`src/rtl/btn_event_arb.sv`:
```
// Button event arbiter: turns press and long-press events into ASCII bytes for a
// UART transmitter, serving a vector of pending flags round-robin.

module btn_event_arb #(
    parameter int NBTN     = 4,
    parameter     LONG_CNT = 26'h2FA_F080,
    parameter int CW       = 26
) (
    input  logic              clk,
    input  logic              n_rst,
    input  logic [NBTN-1:0]   btn,
    input  logic              tx_ready,
    input  logic              clr_ovf,
    output logic              tx_valid,
    output logic [7:0]        tx_data,
    output logic [2*NBTN-1:0] pending,
    output logic              ovf
);

    localparam int NB = 2 * NBTN;
    localparam int PW = $clog2(NB);
    localparam logic [CW-1:0] LONG_MAX = CW'(LONG_CNT);
    localparam logic [CW-1:0] LONG_M1  = CW'(LONG_CNT - 1);

    typedef enum logic {
        IDLE = 1'b0,
        SEND = 1'b1
    } state_t;

    state_t          state;
    state_t          state_nx;
    logic [PW-1:0]   ptr;
    logic [PW-1:0]   ptr_nx;
    logic [PW-1:0]   gidx;
    logic [PW-1:0]   gidx_nx;
    logic [PW-1:0]   sel;
    logic [PW-1:0]   scan;
    logic            found;
    logic [NBTN-1:0] btn_q;
    logic [NBTN-1:0] press_ev;
    logic [NBTN-1:0] long_ev;
    logic [CW-1:0]   cnt [NBTN];
    logic [NB-1:0]   event_vec;
    logic [NB-1:0]   grant_vec;
    logic [NB-1:0]   pending_nx;
    logic            lost;
    logic            tx_valid_nx;
    logic [7:0]      tx_data_nx;
    logic            ovf_nx;

    function automatic logic [7:0] event_code(input logic [PW-1:0] idx);
        if (idx < PW'(NBTN)) begin
            return 8'h41 + 8'(idx);
        end
        return 8'h61 + 8'(idx) - 8'(NBTN);
    endfunction

    assign press_ev = btn & ~btn_q;

    // The long event fires only on the single step into saturation.
    always_comb begin
        long_ev = '0;
        for (int i = 0; i < NBTN; i++) begin
            long_ev[i] = btn[i] & (cnt[i] == LONG_M1);
        end
    end

    always_ff @(posedge clk or negedge n_rst) begin
        if (!n_rst) begin
            for (int i = 0; i < NBTN; i++) begin
                cnt[i] <= '0;
            end
        end else begin
            for (int i = 0; i < NBTN; i++) begin
                if (!btn[i]) begin
                    cnt[i] <= '0;
                end else if (cnt[i] != LONG_MAX) begin
                    cnt[i] <= cnt[i] + 1'b1;
                end
            end
        end
    end

    // First set pending bit at or above ptr, wrapping around the vector.
    always_comb begin
        sel   = ptr;
        scan  = ptr;
        found = 1'b0;
        for (int k = 0; k < NB; k++) begin
            scan = PW'((int'(ptr) + k) % NB);
            if (!found && pending[scan]) begin
                sel   = scan;
                found = 1'b1;
            end
        end
    end

    always_comb begin
        state_nx    = state;
        ptr_nx      = ptr;
        gidx_nx     = gidx;
        tx_valid_nx = tx_valid;
        tx_data_nx  = tx_data;
        grant_vec   = '0;
        case (state)
            IDLE: begin
                if (|pending) begin
                    grant_vec[sel] = 1'b1;
                    gidx_nx        = sel;
                    tx_valid_nx    = 1'b1;
                    tx_data_nx     = event_code(sel);
                    state_nx       = SEND;
                end
            end
            SEND: begin
                if (tx_ready) begin
                    tx_valid_nx = 1'b0;
                    ptr_nx      = (gidx == PW'(NB - 1)) ? '0 : gidx + 1'b1;
                    state_nx    = IDLE;
                end
            end
            default: state_nx = IDLE;
        endcase
        // A new event on a flag being granted re-arms it without counting as lost.
        event_vec  = {long_ev, press_ev};
        lost       = |(event_vec & pending & ~grant_vec);
        pending_nx = (pending & ~grant_vec) | event_vec;
        ovf_nx     = lost | (ovf & ~clr_ovf);
    end

    always_ff @(posedge clk or negedge n_rst) begin
        if (!n_rst) begin
            state    <= IDLE;
            ptr      <= '0;
            gidx     <= '0;
            btn_q    <= '0;
            pending  <= '0;
            tx_valid <= 1'b0;
            tx_data  <= 8'h00;
            ovf      <= 1'b0;
        end else begin
            state    <= state_nx;
            ptr      <= ptr_nx;
            gidx     <= gidx_nx;
            btn_q    <= btn;
            pending  <= pending_nx;
            tx_valid <= tx_valid_nx;
            tx_data  <= tx_data_nx;
            ovf      <= ovf_nx;
        end
    end

endmodule

```
`config.mk`:
```
export PLATFORM = sky130hd
export DESIGN_NAME = btn_event_arb
export DESIGN_NICKNAME = d
export VERILOG_FILES = /design/src/rtl/btn_event_arb.sv
export SDC_FILE = /design/constraint.sdc
export NUM_CORES = 1
export LEC_CHECK = 0
export CAP_MARGIN = 10
export CORE_MARGIN = 5
export CORE_UTILIZATION = 50
export CTS_CLUSTER_SIZE = 30
export DETAILED_ROUTE_END_ITERATION = 16
export PLACE_DENSITY = 0.65
export SLEW_MARGIN = 20
export SYNTH_ARGS = -nofsm -noshare
export SYNTH_HDL_FRONTEND = slang
export SYNTH_SLANG_ARGS = --single-unit
```
`constraint.sdc`:
```
create_clock -name clk -period 8.2 [get_ports clk]
set_input_delay 2.05 -clock clk [delete_from_list [all_inputs] [get_ports clk]]
set_output_delay 2.05 -clock clk [all_outputs]
set_load 0.02 [all_outputs]
```
==> impl_metrics.ini <==
[worst_setup_path]
worstPathRequired_ns = 8.54
setup.worst_path.start_class = flop
crit_type = flop to flop
worstRegToRegCells = 11
cp-startpoint = ptr[1]
worst-path-max-fanout = 14
crit_cells = 11
cpMaxStageDelayCell = a21boi_1
critPathBufInv = 1
cp-endpoint = ovf
r2r_slack_ns = 3.37
rr_startpoint = ptr[1]
end_kind = flop
crit_family = compound AO/OA/AOI/OAI gates
crit_chain = clkinv_1 -> ha_1 -> mux4_2 -> nor4b_1 -> or4_1 -> a2bb2oi_1 -> o2111ai_1 -> a21boi_1 -> mux2_2 -> o22a_1 -> nand3_1
crit_arrival_ns = 5.16
max_stage_delay_ns = 0.74
r2r-end = ovf

[synth]
ys_ff_latch = 131
synthFlopType = dfrtp_1
ys_types = 73
async_flop_share_pct = 100.0
yosysWarnings = 0
synth_edf_count = 0
synth_area_leader_cell = dfrtp_1
syn_nets = 816
synth_top_area_share_pct = 42.74
avgSynthCellArea_um2 = 9.635
synth_common_cells = dfrtp_1, nor2_1, nand2_1
synthTopCellsByArea = dfrtp_1, xnor2_1, xor2_1
yosysMostFrequentCell = dfrtp_1
ys_seq_area_share_pct = 42.74
syn_area_mm2 = 0.007670
synthCells = 796

[sta]
slew_headroom_pct = 39.02
finalSetupTns_ns = 0
hold_viol_final = 0
drv_slew = 0
worst-slew-pin-transition_ns = 0.9064
fmax_ghz = 0.2071
rsz0062_at_grt = no
skew_ns = 0.01531
setup_violations = 0
finalWorstSetupSlack_ns = 3.372
fin_crit_ns = 4.828
post-route-period-util_pct = 58.88

[global_routing]
grt_usage_pct = 18.41
first_global_vias = 5719
grt_max_degree = 84
grt_overflow_total = 0
antenna_found_initial = 0
grt_first_pass_wirelength_um = 27190

[detailed_routing]
drtIter0Drc = 302
drtPass1Iterations = 4
post-route-drc-count = 0
avgViaCountPerCell = 5.780
postRouteAntennaNets = 0
vias = 5815
routed_wl_um = 15820
wire_per_inst_um = 15.72

[min_path]
hold_class = flop to flop

[pwr]
intPower_mw = 1.492
swShare_pct = 35.23
comb_power_share_pct = 36.8
switching_power_uw = 811.3
cellLeakagePower_nw = 3.540
pwr-share-clk_pct = 30.1
irDropWorstVdd_mv = 0.2081
p_per_area_mw_per_mm2 = 270.3
p_seq_share_pct = 33.1

[clocking]
post_cts_buffers = 0
clkLatencyLatePin_ns = 0.42
cts_tree = built
cts_made_buffers = 17
cts-root-buf = clkbuf_16
clk_pin_slew_worst_paths_ns = 0.06
cts-resized-gates = 0
hold_buffers = 0
clkSinkCount = 131
htree_levels = 4
cts_buffer_depth = 2

[die]
ioPinCount = 26
fp.dieH_um = 133.9
dieArea_mm2 = 0.01792
core_area_mm2 = 0.01515
initial_core_util_pct = 50.64
row_count = 45
die_w_um = 133.9

[status]
outcome = complete, no violations

[cells_and_area]
fin_nets = 826
drive_gt1_share_pct = 6.724
area_growth_pct = 11.09
n_antenna_cell = 0

[run]
drv_cap = 0

[placed_design]
gp_routability_congestion = 0.8501
hpwl_um = 11060
dp_slack_ns = 3.434
port_buffers = 24
[power by group through the flow]
stage	combinational [mW]	sequential (mW)	clock, mW
floorplan	0.700	0.742	0
global placement	0.824	0.771	0
detailed placement	0.839	0.773	0
CTS	0.843	0.761	0.713
global route	0.918	0.770	0.742
finish	0.849	0.761	0.693
[per-stage QoR]
stage               hold WS, ns  total power, mW  cells  area [µm²]  utilization (%)
floorplan                0.4253            1.442    796        7670                -
global placement         0.4513            1.595    975        7980            52.69
detailed placement       0.4678            1.612    975        7980            52.69
CTS                      0.4869            2.317   1006        8517            56.23
global route             0.5108            2.430   1006        8521            56.26
finish                   0.4780            2.303   1006        8521            56.26
[kinds of logic (layout without fill, tap and decap cells)]
family                     count (synthesis)  after routing  share of synthesized area [%]
adders and majority gates                 12             12                          1.958
xor gates and xnor gates                  83             83                          9.576
muxes                                     39             39                          8.124
AOI/OAI and AO/OA                         82             82                          7.129
other                                      1              1                        0.04889
and+or+nand+nor                          385            385                          26.64
buffers and inverters                     63             85                          3.785
DFF                                      131            131                          42.74
[layer usage]
metal	vias to the layer above	track usage (%)	wire (µm)
met3	25	3.376	513
met2	100	29.14	7493
li1	2812	-	-
met1	2878	25.51	7535
met4	0	6.629	277
met5	-	0	0
[worst min-delay path by stage]
stage            endpoint       start  depth (start not counted)
2_1_floorplan  pending[0]    btn_q[0]                          1
3_3_place_gp   tx_data[6]  tx_data[6]                          1
3_5_place_dp   pending[2]    btn_q[2]                          1
4_1_cts        pending[2]    btn_q[2]                          1
5_1_grt        pending[2]    btn_q[2]                          1
6_report       tx_data[6]  tx_data[6]                          1
[area by class of cell]
type / count / area, µm²
Fill cell: 1289 / 6625
Multi-Input combinational cell: 602 / 4101
Sequential cell: 131 / 3278
Clock buffer: 22 / 454.2
Timing Repair Buffer: 28 / 271.5
Tap cell: 188 / 235.2
Inverter: 26 / 97.59
Clock inverter: 9 / 82.58
[flip-flops by register name, summed over array words and instances (netlist names)]
signal and count:
tx_valid 1, ptr 3, gidx 2, state 1
pending 8, ovf 1, cnt 104, btn_q 4
tx_data 7
[placed cells by master, fill, tap and decap left out, types with 5 or more instances in the layout]
| master | n |
|---|---|
| dfrtp_1 | 131 |
| nor2_1 | 79 |
| nand2_1 | 65 |
| nand3_1 | 51 |
| and2_1 | 48 |
| xnor2_1 | 46 |
| xor2_1 | 36 |
| o21ai_0 | 25 |
| clkdlybuf4s50_1 | 23 |
| inv_1 | 22 |
| nor3_1 | 19 |
| or3_1 | 18 |
| nand4_1 | 17 |
| clkbuf_16 | 17 |
| mux2i_1 | 15 |
| and3_1 | 15 |
| nor4_1 | 14 |
| a21oi_1 | 14 |
| ha_1 | 12 |
| nand2b_1 | 11 |
| nor4b_1 | 11 |
| mux4_2 | 9 |
| nor3b_1 | 8 |
| a21boi_0 | 8 |
| nor2b_1 | 7 |
| mux2_2 | 5 |
| mux4_1 | 5 |
| or4_1 | 5 |
Note: power is estimated with default switching activity, not from simulation.
